==> config.mk <==
export PLATFORM = sky130hd
export DESIGN_NAME = lsu_mem_stage_flat
export DESIGN_NICKNAME = d
export VERILOG_FILES = /design/src/rtl/lsu_mem_stage_if.sv /design/src/rtl/lsu_mem_stage.sv /design/src/flat_wrapper.sv
export SDC_FILE = /design/constraint.sdc
export NUM_CORES = 1
export LEC_CHECK = 0
export BUFFER_PORTS_ARGS = -buffer_cell sky130_fd_sc_hd__buf_2
export CAP_MARGIN = 20
export CELL_PAD_IN_SITES_DETAIL_PLACEMENT = 1
export CELL_PAD_IN_SITES_GLOBAL_PLACEMENT = 1
export CORE_MARGIN = 2
export CORE_UTILIZATION = 32
export CTS_BUF_LIST = sky130_fd_sc_hd__clkbuf_2 sky130_fd_sc_hd__clkbuf_4 sky130_fd_sc_hd__clkbuf_8
export DETAILED_ROUTE_END_ITERATION = 12
export PLACE_DENSITY_LB_ADDON = 0.1
export SYNTH_ARGS = -nofsm -noshare
export SYNTH_HDL_FRONTEND = slang
export SYNTH_SLANG_ARGS = --single-unit
==> constraint.sdc <==
create_clock -name clk -period 1.2 [get_ports clk]
set_input_delay 0.06 -clock clk [delete_from_list [all_inputs] [get_ports clk]]
set_output_delay 0.06 -clock clk [all_outputs]
set_load 0.01 [all_outputs]
==> src/rtl/lsu_mem_stage_if.sv <==
// Bundles the upstream issue, data-memory and writeback signals of the load/store stage.
// The slave modport is the stage itself; master is its environment.
interface lsu_mem_stage_if #(
  parameter int unsigned REG_IDX_W = 4
);
  logic                 in_valid;
  logic                 in_ready;
  logic [4:0]           in_uop;
  logic [31:0]          in_addr;
  logic [31:0]          in_wdata;
  logic [REG_IDX_W-1:0] in_rd;

  logic                 mem_req;
  logic                 mem_we;
  logic [31:0]          mem_addr;
  logic [31:0]          mem_wdata;
  logic                 mem_ack;
  logic [31:0]          mem_rdata;

  logic                 done;
  logic                 fault;
  logic                 wb_valid;
  logic [REG_IDX_W-1:0] wb_rd;
  logic [31:0]          wb_data;

  modport slave (
    input  in_valid, in_uop, in_addr, in_wdata, in_rd, mem_ack, mem_rdata,
    output in_ready, mem_req, mem_we, mem_addr, mem_wdata, done, fault, wb_valid, wb_rd, wb_data
  );

  modport master (
    output in_valid, in_uop, in_addr, in_wdata, in_rd, mem_ack, mem_rdata,
    input  in_ready, mem_req, mem_we, mem_addr, mem_wdata, done, fault, wb_valid, wb_rd, wb_data
  );
endinterface

==> src/rtl/lsu_mem_stage.sv <==
// Load/store stage: one single-beat req/ack memory transaction per STR/LDR, with timeout fault.
// Define LSU_ALIGN_CHECK_EN to fault misaligned addresses instead of silently word-aligning them.
module lsu_mem_stage #(
  parameter int unsigned TIMEOUT_CYCLES = 64,
  parameter int unsigned REG_IDX_W      = 4
) (
  input  logic           clk,
  input  logic           rst_n,
  lsu_mem_stage_if.slave bus
);

  localparam logic [4:0]  UopStr    = 5'b01001;
  localparam logic [4:0]  UopLdr    = 5'b01010;
  localparam int unsigned CntW      = (TIMEOUT_CYCLES > 1) ? $clog2(TIMEOUT_CYCLES) : 1;
  localparam logic [CntW-1:0] CntMax = CntW'(TIMEOUT_CYCLES - 1);
  localparam bit          TimeoutEn = (TIMEOUT_CYCLES != 0);

  typedef enum logic [1:0] {StIdle, StReq, StDone} state_e;

  state_e               state_q, state_d;
  logic [31:2]          addr_q, addr_d;
  logic [31:0]          wdata_q, wdata_d;
  logic [REG_IDX_W-1:0] rd_q, rd_d;
  logic                 is_load_q, is_load_d;
  logic                 fault_q, fault_d;
  logic [CntW-1:0]      cnt_q, cnt_d;
  logic [31:0]          wb_data_q, wb_data_d;
  logic                 accept;

  assign accept = bus.in_valid && (bus.in_uop == UopStr || bus.in_uop == UopLdr);

  always_comb begin
    state_d   = state_q;
    addr_d    = addr_q;
    wdata_d   = wdata_q;
    rd_d      = rd_q;
    is_load_d = is_load_q;
    fault_d   = fault_q;
    cnt_d     = cnt_q;
    wb_data_d = wb_data_q;
    unique case (state_q)
      StIdle: begin
        if (accept) begin
          addr_d    = bus.in_addr[31:2];
          wdata_d   = bus.in_wdata;
          rd_d      = bus.in_rd;
          is_load_d = (bus.in_uop == UopLdr);
          fault_d   = 1'b0;
          cnt_d     = '0;
          state_d   = StReq;
`ifdef LSU_ALIGN_CHECK_EN
          if (bus.in_addr[1:0] != 2'b00) begin
            fault_d = 1'b1;
            state_d = StDone;
          end
`endif
        end
      end
      StReq: begin
        // Ack takes priority over a timeout expiring in the same cycle.
        if (bus.mem_ack) begin
          if (is_load_q) wb_data_d = bus.mem_rdata;
          fault_d = 1'b0;
          state_d = StDone;
        end else if (TimeoutEn && cnt_q == CntMax) begin
          fault_d = 1'b1;
          state_d = StDone;
        end else begin
          cnt_d = cnt_q + 1'b1;
        end
      end
      StDone:  state_d = StIdle;
      default: state_d = StIdle;
    endcase
  end

  always_ff @(posedge clk or negedge rst_n) begin
    if (!rst_n) begin
      state_q   <= StIdle;
      addr_q    <= '0;
      wdata_q   <= '0;
      rd_q      <= '0;
      is_load_q <= 1'b0;
      fault_q   <= 1'b0;
      cnt_q     <= '0;
      wb_data_q <= '0;
    end else begin
      state_q   <= state_d;
      addr_q    <= addr_d;
      wdata_q   <= wdata_d;
      rd_q      <= rd_d;
      is_load_q <= is_load_d;
      fault_q   <= fault_d;
      cnt_q     <= cnt_d;
      wb_data_q <= wb_data_d;
    end
  end

  // All outputs decode registered state only; nothing flows combinationally from in_*.
  assign bus.in_ready  = (state_q == StIdle);
  assign bus.mem_req   = (state_q == StReq);
  assign bus.mem_we    = bus.mem_req & ~is_load_q;
  assign bus.mem_addr  = {addr_q, 2'b00};
  assign bus.mem_wdata = wdata_q;
  assign bus.done      = (state_q == StDone);
  assign bus.fault     = bus.done & fault_q;
  assign bus.wb_valid  = bus.done & is_load_q & ~fault_q;
  assign bus.wb_rd     = rd_q;
  assign bus.wb_data   = wb_data_q;

endmodule

==> src/flat_wrapper.sv <==
// flat-port wrapper written by rule: the top's interface ports become plain ports
module lsu_mem_stage_flat 
#(
  parameter int unsigned TIMEOUT_CYCLES = 64,
  parameter int unsigned REG_IDX_W      = 4
)
  (clk, rst_n, bus_in_valid, bus_in_uop, bus_in_addr, bus_in_wdata, bus_in_rd, bus_mem_ack, bus_mem_rdata, bus_in_ready, bus_mem_req, bus_mem_we, bus_mem_addr, bus_mem_wdata, bus_done, bus_fault, bus_wb_valid, bus_wb_rd, bus_wb_data);
  lsu_mem_stage_if #(.REG_IDX_W(REG_IDX_W)) bus_i ();
  input  logic clk;
  input  logic rst_n;
  input wire logic [$bits(bus_i.in_valid)-1:0] bus_in_valid;
  input wire logic [$bits(bus_i.in_uop)-1:0] bus_in_uop;
  input wire logic [$bits(bus_i.in_addr)-1:0] bus_in_addr;
  input wire logic [$bits(bus_i.in_wdata)-1:0] bus_in_wdata;
  input wire logic [$bits(bus_i.in_rd)-1:0] bus_in_rd;
  input wire logic [$bits(bus_i.mem_ack)-1:0] bus_mem_ack;
  input wire logic [$bits(bus_i.mem_rdata)-1:0] bus_mem_rdata;
  output wire logic [$bits(bus_i.in_ready)-1:0] bus_in_ready;
  output wire logic [$bits(bus_i.mem_req)-1:0] bus_mem_req;
  output wire logic [$bits(bus_i.mem_we)-1:0] bus_mem_we;
  output wire logic [$bits(bus_i.mem_addr)-1:0] bus_mem_addr;
  output wire logic [$bits(bus_i.mem_wdata)-1:0] bus_mem_wdata;
  output wire logic [$bits(bus_i.done)-1:0] bus_done;
  output wire logic [$bits(bus_i.fault)-1:0] bus_fault;
  output wire logic [$bits(bus_i.wb_valid)-1:0] bus_wb_valid;
  output wire logic [$bits(bus_i.wb_rd)-1:0] bus_wb_rd;
  output wire logic [$bits(bus_i.wb_data)-1:0] bus_wb_data;
  assign bus_i.in_valid = bus_in_valid;
  assign bus_i.in_uop = bus_in_uop;
  assign bus_i.in_addr = bus_in_addr;
  assign bus_i.in_wdata = bus_in_wdata;
  assign bus_i.in_rd = bus_in_rd;
  assign bus_i.mem_ack = bus_mem_ack;
  assign bus_i.mem_rdata = bus_mem_rdata;
  assign bus_in_ready = bus_i.in_ready;
  assign bus_mem_req = bus_i.mem_req;
  assign bus_mem_we = bus_i.mem_we;
  assign bus_mem_addr = bus_i.mem_addr;
  assign bus_mem_wdata = bus_i.mem_wdata;
  assign bus_done = bus_i.done;
  assign bus_fault = bus_i.fault;
  assign bus_wb_valid = bus_i.wb_valid;
  assign bus_wb_rd = bus_i.wb_rd;
  assign bus_wb_data = bus_i.wb_data;
  lsu_mem_stage #(.TIMEOUT_CYCLES(TIMEOUT_CYCLES), .REG_IDX_W(REG_IDX_W)) u_core (.clk(clk), .rst_n(rst_n), .bus(bus_i));
endmodule
### Word-level counts from Yosys, hierarchy flattened

Index checks and enable logic that the tools add are counted.

* reductions and logical operators: 9
* mux-type cells: 12
* bitwise gates (word level): 6
* add/sub/neg operators: 1
* equality and inequality tests: 9

Operators with widths (count)
* 2-to-1 mux 6 bit: 3
* case mux 6 bit (2 select lines): 1
* equality test 5 x 4 -> 1 bit (second input constant): 2
* adder 6 x 1 -> 6 bit (second input constant): 1
* equality test 6 bit (second input constant): 1
* 2-to-1 mux 2 bit: 3
* AND reduction 3 bit: 2
* bitwise AND 1 bit: 4
* inequality test 2 bit (second input constant): 2
* case mux 2 bit (2 select lines): 1
* AND reduction 2 bit: 2
* AND reduction 4 bit: 1
* 2-to-1 mux 1 bit: 3
* inequality test 3 bit (second input constant): 1
* equality test 2 x 1 -> 1 bit (second input constant): 1
* equality test 2 bit (second input constant): 1
* logical NOT 2 bit: 1
* inequality test 2 x 1 -> 1 bit (second input constant): 1
* inverter 1 bit: 2
* case mux 1 bit (2 select lines): 1
* nonzero test 2 bit: 1
* logical AND 1 bit: 1
* logical OR 1 bit: 1

* logic and storage cells: 45
* bits of input ports: 109
* register bits after elaboration: 108
* output and inout port bits: 106

### Logic depth before layout (Yosys ltp)

Gate-level depths: netlist of the first run.

* depth in word-level cells: 5
* gate-level depth with buffers: 7
* mapped depth without buffers: 6

### Worst setup path before layout of the first run

OpenSTA, ideal clock, no wires.

* path kind: register to register
* from: register u_core.state_q[0]
* to: register u_core.wdata_q[24] (netlist: u_core.bus.mem_wdata[24])
* stages on the path, launching flop included: 7
* slack: -229 ps
* buffers on the path: 2
* clock period less this slack: 1429 ps
* arrival: 1313 ps
* data required time: 1084 ps
* path through: dfrtp_1 > nor2_1 > nand3_1 > buf_2 > buf_2 > nand2_1 > nand2_1

* cells in the longest elaborated chain, start to end: 2

RTL lines
* from (decl): RTL line lsu_mem_stage.sv:20 `state_e state_q, state_d;`
* from (signal assigned): RTL line lsu_mem_stage.sv:79 `state_q <= StIdle;`
* from (signal assigned): RTL line lsu_mem_stage.sv:88 `state_q <= state_d;`
* logical NOT 2 bit
* via bus_in_ready: RTL line flat_wrapper.sv:18 `output wire logic [$bits(bus_i.in_ready)-1:0] bus_in_ready;`
* AND reduction 2 bit (no line)
* to (signal assigned): RTL line lsu_mem_stage.sv:90 `wdata_q <= wdata_d;`
* to (decl): RTL line lsu_mem_stage.sv:22 `logic [31:0] wdata_q, wdata_d;`

The timed path passes the listed nets, and every way through them passes these cells.
A chain may end at the register's enable or synchronous reset.

### Worst setup path in the final report of the first run

* from: register u_core.state_q[1]
* to: register u_core.wb_data_q[2] (netlist: u_core.bus.wb_data[2])

* cells in the longest elaborated chain, start to end: 2

RTL lines
* equality test 2 x 1 -> 1 bit: RTL line lsu_mem_stage.sv:41 `unique case (state_q)`
* AND reduction 3 bit (no line)
* to (signal assigned): RTL line lsu_mem_stage.sv:95 `wb_data_q <= wb_data_d;`
* to (decl): RTL line lsu_mem_stage.sv:27 `logic [31:0] wb_data_q, wb_data_d;`

Every way passes these cells.

==> results of run 1 <==
## per-stage QoR
stage | cells | util, % | setup TNS, ps | setup slack, ps
6_report | 923 | 54.0 | -18510 | -251
3_5_place_dp | 798 | 43.7 | -14780 | -212
4_1_cts | 921 | 53.5 | -18210 | -242
2_1_floorplan | 407 | - | -9520 | -153
5_1_grt | 923 | 54.0 | -26600 | -299
3_3_place_gp | 798 | 43.7 | -13640 | -172
## cells in the mapped netlist (2+ instances only)
library cell	number	share of area (%)
nand2_1	203	17
dfrtp_1	108	62
mux2_4	30	10
buf_6	8	2.1
clkbuf_1	5	0.43
nor2_1	5	0.43
buf_2	4	0.46
nand3_1	4	0.46
a21oi_1	3	0.34
buf_4	3	0.51
o21ai_0	3	0.34
a31oi_1	2	0.29
and3_1	2	0.29
inv_2	2	0.17
mux2_2	2	0.51
nor3_1	2	0.23
o31ai_1	2	0.34
## kinds of logic after synthesis
group / after synthesis / share of synthesized area (%)
buffers and inverters: 23 / 3.71
adders and majority gates: 1 / 0.286
and+or+nand+nor: 225 / 20.9
other: 1 / 0.0856
DFF: 108 / 61.7
xor gates and xnor gates: 1 / 0.200
muxes: 33 / 11.0
AOI/OAI and AO/OA: 14 / 2.08
## per-layer routing
layer | share of wire (%) | wire [microns] | GRT usage, % | vias to the layer above
li1 | - | - | - | 1947
met3 | 6.1 | 912 | 5.08 | 22
met2 | 50 | 7510 | 35.8 | 149
met5 | 0 | 0 | 0 | -
met4 | 2.4 | 359 | 8.36 | 0
met1 | 41 | 6130 | 24.6 | 1980
## state kept, by name (all words and copies together), names as in the netlist
signal and count:
u_core.addr_q 30, u_core.bus.mem_wdata 32, u_core.bus.wb_data 32, u_core.bus.wb_rd 4, u_core.cnt_q 6, u_core.fault_q 1
u_core.is_load_q 1, u_core.state_q 2
## cell usage in the layout, fill, tap and decap left out, drive strengths merged, types with 2 or more instances in the layout
master,instances
o31ai,2
clkinv,5
buf,241
clkbuf,11
nor3,2
dfrtp,108
nor2,6
and3,2
a31oi,2
o21ai,3
a21oi,3
conb,2
o21a,2
nand3,5
dlygate4sd3,102
nand2,203
mux2,32
inv,3
## worst max-delay path: stages, from the launching register on
cell and delay [ps]:
dfrtp_2 460, nand2b_4 170, inv_4 60, nand3_4 120, buf_12 200, mux2_4 310
## power by group
| group | leakage (nW) | internal (W) | switching, W |
|---|---|---|---|
| combinational | 2.56 | 0.00117 | 0.00122 |
| clock | 0.0993 | 0.000874 | 0.00130 |
| sequential | 1.41 | 0.00427 | 0.000375 |
| total | 4.07 | 0.00631 | 0.00290 |
## final timing paths
check                                                     start                                    to  slack [ps]  cells past startpoint
max reg2reg                       u_core.state_q[1]$_DFFE_PN0P_     u_core.bus.wb_data[2]$_DFFE_PN0P_        -250                      5
min in group clk                                  bus_in_uop[3]          u_core.is_load_q$_DFFE_PN0P_          50                      3
max                               u_core.state_q[1]$_DFFE_PN0P_     u_core.bus.wb_data[2]$_DFFE_PN0P_        -250                      5
min                                                       rst_n    u_core.bus.wb_data[16]$_DFFE_PN0P_          40                      2
max in group asynchronous                                 rst_n   u_core.bus.mem_wdata[1]$_DFFE_PN0P_         570                      3
min reg2reg                u_core.bus.mem_wdata[20]$_DFFE_PN0P_  u_core.bus.mem_wdata[20]$_DFFE_PN0P_         480                      2
## final cells by class
type	instances	area [sq um]	area share, %
Clock buffer	11	151	2.11
Clock inverter	5	36.3	0.506
Inverter	3	13.8	0.192
Multi-Input combinational cell	276	1590	22.2
Sequential cell	108	2710	37.7
Tap cell	176	220	3.07
Timing Repair Buffer	344	2450	34.2
## repair_timing
action / CTS / global route
buffers inserted: 4 / 2
pin swaps: 1 / 1
resized for setup: 9 / 8
cloned: 1 / 0
hold endpoints to repair: 207 / 0
endpoints found under the setup margin: 113 / 114
hold buffers: 102 / 0
==> results.md, run 1 <==
- VDD IR max: between 500 and 600 uV
- Worst Hold Class: in2async
- PnR worst setup slack: -251 ps
- WL/cell: between 15 and 20 microns
- Register area share after synthesis: 61.7%
- Clock-pin transition on the worst setup and hold timing paths: 110 ps
- Inserted Diodes: 0
- Share of layout cells above drive strength 1: 41.2%
- Syn-to-layout area delta: 63.8%
- DR vias: ~4000
- Leakage: 4.07 nW
- Initial Util: between 30% and 40%
- Total CTS buffers: 9
- Number of detailed-route iterations in the first pass: 4
- Clock root buffer master: clkbuf_8
- Final setup vio count: between 100 and 150
- Worst skew pair latency: 390 ps
- DR DRC count: 0
- Port Buffers: 210
- CP Class: reg2reg
- Grt total ovfl: 0
- RSZ-0062 raised after global routing: yes
- Post-detail-place hpwl: 9460 microns
- Die Wd: 121 microns
- Drt initial violations: 143
- Post-synth ARST share: 100%
- Die Ht: 121 microns
- Layout Skew: 15.6 ps
- CTS tree: built
- Nets@finish: 852
- Die area: 0.0146 sq mm
- Clk sink count: 108
- Required time worst endpoint: 1470 ps
- Pwr/cell area: approximately 1300 mW/mm^2
- Worst Path Arrival: between 1500 and 2000 ps
- Post-DR vias/cell: 4.44
- Post-DP Area: 0.00581 sq mm
- Design Area, Final: 0.00717 sq mm
- Max-slew violation count: 0
- Filler Cells Inserted: 1517
- Ports: 215
- Initial antenna violation count: 0
- Number of global-route vias before repair: roughly 4600
- Cell variety after synth: 35
- Synth Flop Type: dfrtp_1
- Power Total: around 0.009 W
- Placeable Area: roughly 0.013 sq mm
- Clock period minus worst slack: about 1500 ps
- Largest fanout on the critical path: 14
- Crit share post-route: 121%
- Hold slack: 42.0 ps
- Crit start category: flop
- DRT antenna net count: 0
- EDFF count, synth: 0
- Peak Freq: 689 MHz
- Clock Path Buffers: 2
- Cell Rows: 42
- Post-Route WL: 14900 microns
- Setup crit end kind: flop
- Status: finished with violations
- GRT Total Usage: 20.7%
- Register bit total from synthesis: 108
- Synth warnings: 0
- Max Cap Viol: 0
- Violated checks: setup timing
- Post-Syn Area: 0.00438 sq mm
- Final Wtd Congestion: 0.814
- Hold Violations, Final: 0
- First-pass GRT wire length: 23600 microns
- Largest net degree at the start of global routing: 67
- Avg Inst Size Synth: between 10 and 15 sq um
- Gate count of the mapped netlist: 406
- H-tree depth: 3
No activity file was read; power rests on OpenSTA's default activity.
==> inputs of run 2 (changes only) <==
--- a/config.mk
+++ b/config.mk
@@ -12,7 +12,9 @@
 export CORE_MARGIN = 2
 export CORE_UTILIZATION = 32
 export CTS_BUF_LIST = sky130_fd_sc_hd__clkbuf_2 sky130_fd_sc_hd__clkbuf_4 sky130_fd_sc_hd__clkbuf_8
+export CTS_CLUSTER_DIAMETER = 120
 export DETAILED_ROUTE_END_ITERATION = 12
+export GPL_ROUTABILITY_DRIVEN = 0
 export PLACE_DENSITY_LB_ADDON = 0.1
 export SYNTH_ARGS = -nofsm -noshare
 export SYNTH_HDL_FRONTEND = slang
==> constraint.sdc (replaced) <==
create_clock -name clk -period 1.2 [get_ports clk]
set_input_delay 0.12 -clock clk [delete_from_list [all_inputs] [get_ports clk]]
set_output_delay 0.12 -clock clk [all_outputs]
set_load 0.01 [all_outputs]
==> results.md, run 2 (synthesized netlist as in run 1, its figures left out) <==
- Nets@finish: 848
- Violated checks: setup timing
- CP peak stage delay: around 460 ps
- Pwr/cell area: 1300 mW/mm^2
- Worst R2R End: u_core.bus.wb_data[27]$_DFFE_PN0P_
- Post-DR vias/cell: approximately 4.4
- Clk sink count: 108
- Leakage: 4.07 nW
- DRT antenna net count: 0
- Post-Route WL: 14700 microns
- Hold Crit Depth: 3
- Cell Rows: 42
- Placeable Area: about 0.013 sq mm
- Ports: 215
- Worst Hold Class: in2reg
- GRT Total Usage: 20.6%
- Share of layout cells above drive strength 1: just over 40%
- Finished Core Util: 53.9%
- End of the worst hold path: u_core.is_load_q$_DFFE_PN0P_
- DR DRC count: 0
- Crit-path leading delay family: flip-flops
- Crit start category: flop
- Reg-to-reg startpoint: u_core.state_q[1]$_DFFE_PN0P_
- Number of global-route vias before repair: 4396
- Worst skew pair latency: between 300 and 400 ps
- Syn-to-layout area delta: 63.7%
- Largest net degree at the start of global routing: between 60 and 70
- DR vias: roughly 4000
- Worst Path Arrival: 1740 ps
- Max Cap Viol: 0
- CP Class: reg2reg
- Port Buffers: 210
- Slack of the worst reg-to-reg path: -270 ps
- WP buf/inv: 2
- Die area: 0.0146 sq mm
- PnR worst setup slack: -275 ps
- Clock-pin transition on the worst setup and hold timing paths: roughly 100 ps
- Die Wd: around 120 microns
- VDD IR max: slightly below 700 uV
- Setup TNS: -23240 ps
- Crit share post-route: 123%
- Post-detail-place hpwl: ~9400 microns
- Peak Freq: around 680 MHz
- Initial antenna violation count: 0
- Most frequent cells in the layout: 207 x buf_2, 203 x nand2_1, 106 x dfrtp_1
- WP depth: 5
- Number of detailed-route iterations in the first pass: 4
- R2R depth: 5
- Grt total ovfl: 0
- Placed cells: 798
- Setup crit end kind: flop
- Fin cells: 918
- First-pass GRT wire length: 23300 microns
- Clock Path Buffers: 2
- Status: finished with violations
- RSZ-0062 raised after global routing: yes
- Total CTS buffers: 9
- Final setup vio count: around 110
- Layout Skew: just under 7 ps
- Die Ht: 121 microns
- WL/cell: 16.0 microns
- Critical path, cell by cell: nand2b_4 -> inv_4 -> nand3_4 -> buf_12 -> mux2_4
- Critical hold path startpoint: bus_in_uop[4]
- Largest fanout on the critical path: 14
- Max-slew violation count: 0
- Hold Violations, Final: 0
- H-tree depth: 3
- Initial Util: between 30% and 40%
- Drt initial violations: roughly 140
- Most common cell after layout, fill and taps aside: buf_2
- Worst path slowest cell: dfrtp_2
- Inserted Diodes: 0
- Clock root buffer master: clkbuf_8
- Clock period minus worst slack: 1470 ps
- CTS tree: built
- Required time worst endpoint: around 1500 ps
[run 2: changes by cell type in the layout (fill, tap and decap cells not counted), moves of 2 or more]
cell           before  now
clkinv_2            2    0
clkinv_4            3    0
nand3_2             3    1
clkbuf_4            0    2
buf_4              21   16
buf_6               6    9
dlygate4sd3_1     102   99
[run 2: how the worst max path moves through the flow]
stage	from	to
after floorplan	u_core.state_q[1]$_DFFE_PN0P_	u_core.bus.wb_data[0]$_DFFE_PN0P_
after global placement	u_core.state_q[1]$_DFFE_PN0P_	u_core.bus.wb_data[25]$_DFFE_PN0P_
after detailed placement	u_core.state_q[0]$_DFFE_PN0P_	u_core.cnt_q[0]$_DFFE_PN0P_
after CTS	u_core.state_q[1]$_DFFE_PN0P_	bus_mem_we
after global routing	u_core.state_q[1]$_DFFE_PN0P_	u_core.bus.wb_data[26]$_DFFE_PN0P_
final	u_core.state_q[1]$_DFFE_PN0P_	u_core.bus.wb_data[27]$_DFFE_PN0P_
[run 2: area by class of cell]
type                    instances  area, sq um
clock buffers                  14          180
clock inverters                 1         30.0
fillers                      1521         6130
inverters                       3         13.8
multi-input cells             276         1580
flip-flops and latches        108         2710
well taps                     176          220
repair buffers                340         2440
[run 2: power by group]
group / internal [W] / switching, W
clock: 0.00118 / 0.00120
sequential: 0.00427 / 0.000351
combinational: 0.00114 / 0.00120
[run 2: what timing repair did]
| action | 4_1_cts | 5_1_grt |
|---|---|---|
| gates cloned | 1 | 0 |
| endpoints found under the setup margin | 114 | 114 |
| gates resized for setup | 13 | 6 |
| pin swaps | 1 | 1 |
| hold buffers | 99 | 0 |
| endpoints found under the hold margin | 206 | 0 |
| setup buffers | 4 | 1 |
[run 2: tightest hold or removal path, cell delays in order]
cell	delay, ps
buf_2	90
buf_4	100
o31ai_1	60
[run 2: per-layer routing]
layer  global-route usage [%]  share of wire, %  wire length, microns
met1                     25.5                42                  6210
met2                     35.2                50                  7320
met3                     4.42               5.8                   857
met4                     7.92               2.3                   332
met5                        0                 0                     0
[run 2: per-stage QoR]
stage / hold WS [ps] / power [W] / instance area (sq um) / setup WS [ps]
global route: 15.6 / 0.00991 / 7170 / -332
detailed placement: -31.3 / 0.00672 / 5810 / -236
finish: 32.9 / 0.00934 / 7170 / -275
floorplan: -176 / 0.00554 / 4420 / -153
global placement: -32.4 / 0.00666 / 5810 / -173
CTS: 2.21 / 0.00943 / 7120 / -264
==> inputs of run 3 (changes only) <==
--- a/config.mk
+++ b/config.mk
@@ -12,10 +12,10 @@
 export CORE_MARGIN = 2
 export CORE_UTILIZATION = 32
 export CTS_BUF_LIST = sky130_fd_sc_hd__clkbuf_2 sky130_fd_sc_hd__clkbuf_4 sky130_fd_sc_hd__clkbuf_8
-export CTS_CLUSTER_DIAMETER = 120
 export DETAILED_ROUTE_END_ITERATION = 12
 export GPL_ROUTABILITY_DRIVEN = 0
 export PLACE_DENSITY_LB_ADDON = 0.1
+export RECOVER_POWER = 100
 export SYNTH_ARGS = -nofsm -noshare
 export SYNTH_HDL_FRONTEND = slang
 export SYNTH_SLANG_ARGS = --single-unit
==> results.md, run 3 (synthesized netlist as in run 1, its figures left out) <==
- WP depth: 5
- Worst Hold Class: in2reg
- Max-slew headroom: 55.5%
- Final setup vio count: approximately 110
- Slew @ Worst Pin: 668 ps
- Critical path, cell by cell: nand2b_4 -> inv_4 -> nand3_4 -> buf_12 -> mux2_4
- Clock-pin transition on the worst setup and hold timing paths: about 100 ps
- Inserted Diodes: 0
- Status: finished with violations
- Worst path slowest cell: dfrtp_2
- Number of global-route vias before repair: 4396
- Power Total: about 0.0092 W
- Violated checks: setup timing
- Nets@finish: between 800 and 900
- Total CTS buffers: 9
- Clock period minus worst slack: 1470 ps
- GRT Total Usage: 20.6%
- Critical Path Source: u_core.state_q[1]$_DFFE_PN0P_
- Crit-path leading delay family: flip-flops
- Required time worst endpoint: between 1000 and 1500 ps
- PnR worst setup slack: -270 ps
- First-pass GRT wire length: roughly 23000 microns
- Post-detail-place hpwl: 9380 microns
- Largest fanout on the critical path: 14
- Placeable Area: between 0.01 and 0.015 sq mm
- Share of layout cells above drive strength 1: 27.8%
- Hold Violations, Final: 0
- Largest net degree at the start of global routing: 67
- Grt total ovfl: 0
- Hold slack: 34.3 ps
- DRT antenna net count: 0
- Drt initial violations: approximately 160
- Max Cap Viol: 0
- Setup crit end kind: flop
- Peak Freq: 680 MHz
- Most frequent cells in the layout: 203 x nand2_1, 109 x buf_2, 106 x dfrtp_1
- Post-DR vias/cell: 4.42
- Post-DP Area: 0.00581 sq mm
- Layout Skew: 7.88 ps
- DR DRC count: 0
- Leakage: ~3.7 nW
- Slack of the worst reg-to-reg path: -270 ps
- Pwr/cell area: 1310 mW/mm^2
- WP buf/inv: 2
- R2R depth: 5
- Die Ht: 121 microns
- Max-slew violation count: 0
- Clock root buffer master: clkbuf_8
- Die Wd: 121 microns
- Crit start category: flop
- WL/cell: about 16 microns
- Design Area, Final: 0.00703 sq mm
- Finished Core Util: about 53%
- Syn-to-layout area delta: 60.6%
- Port Buffers: 210
- VDD IR max: ~680 uV
- Crit share post-route: 123%
- CP Class: reg2reg
- Most common cell after layout, fill and taps aside: nand2_1
- Initial antenna violation count: 0
- Worst skew pair latency: around 370 ps
- Initial Util: 32.9%
- Number of detailed-route iterations in the first pass: 4
- Die area: 0.0146 sq mm
- H-tree depth: 3
- Clk sink count: 108
- Worst Path Arrival: 1740 ps
- Setup TNS: -23040 ps
- Post-Route WL: 14700 microns
- CP peak stage delay: 460 ps
- Ports: 215
- RSZ-0062 raised after global routing: yes
- DR vias: between 4000 and 5000
- Clock Path Buffers: 2
- Worst R2R End: u_core.bus.wb_data[27]$_DFFE_PN0P_
- Reg-to-reg startpoint: u_core.state_q[1]$_DFFE_PN0P_
- CTS tree: built
- Setup crit end: u_core.bus.wb_data[27]$_DFFE_PN0P_
- Cell Rows: 42
==> run 3: what timing repair did <==
item	4_1_cts	5_1_grt
setup buffers	4	1
hold buffers	99	0
resized for setup	13	6
pin swaps	1	1
endpoints found under the setup margin	114	114
cloned	1	0
hold endpoints to repair	206	0
==> run 3: report_power, final <==
group / total [W] / switching, W / internal (W) / leakage (nW)
sequential: 0.00463 / 0.000367 / 0.00427 / 1.41
clock: 0.00238 / 0.00121 / 0.00118 / 0.110
combinational: 0.00219 / 0.00121 / 0.000980 / 2.17
total: 0.00920 / 0.00278 / 0.00642 / 3.70
==> run 3: worst reg2reg max path: cells and delay by family, from the launching register on <==
family / cells / cell delay (ps)
multiplexers: 1 / 310
buffers and inverters: 2 / 280
AND/OR/NAND/NOR: 2 / 320
flip-flops: 1 / 460
==> run 3: cell type report <==
type,instances,area (sq um)
Clock buffer,14,180
Clock inverter,1,30.0
Fill cell,1570,6260
Inverter,3,13.8
Multi-Input combinational cell,276,1580
Sequential cell,108,2710
Tap cell,176,220
Timing Repair Buffer,340,2310
==> run 3: layer usage <==
layer | up-vias | track usage (%) | routed length [microns]
met5 | - | 0 | 0
met4 | 0 | 7.92 | 332
met3 | 23 | 4.42 | 855
met2 | 148 | 35.2 | 7300
met1 | 1951 | 25.5 | 6240
li1 | 1939 | - | -
==> run 3: worst min path at each step <==
stage / start / to / depth (start not counted) / slack, ps
after floorplan: rst_n / u_core.addr_q[10]$_DFFE_PN0P_ / 0 / -180
after global placement: rst_n / u_core.bus.wb_data[10]$_DFFE_PN0P_ / 1 / -30
after detailed placement: rst_n / u_core.bus.wb_data[15]$_DFFE_PN0P_ / 1 / -30
after CTS: bus_in_uop[4] / u_core.is_load_q$_DFFE_PN0P_ / 3 / 2
after global routing: bus_in_uop[4] / u_core.is_load_q$_DFFE_PN0P_ / 3 / 20
final: bus_in_uop[4] / u_core.is_load_q$_DFFE_PN0P_ / 3 / 30
==> run 3: per-stage QoR <==
stage	worst slack [ps]	cells
after floorplan	-153	407
after global placement	-173	798
after detailed placement	-236	798
after CTS	-264	917
after global routing	-332	918
final	-270	918
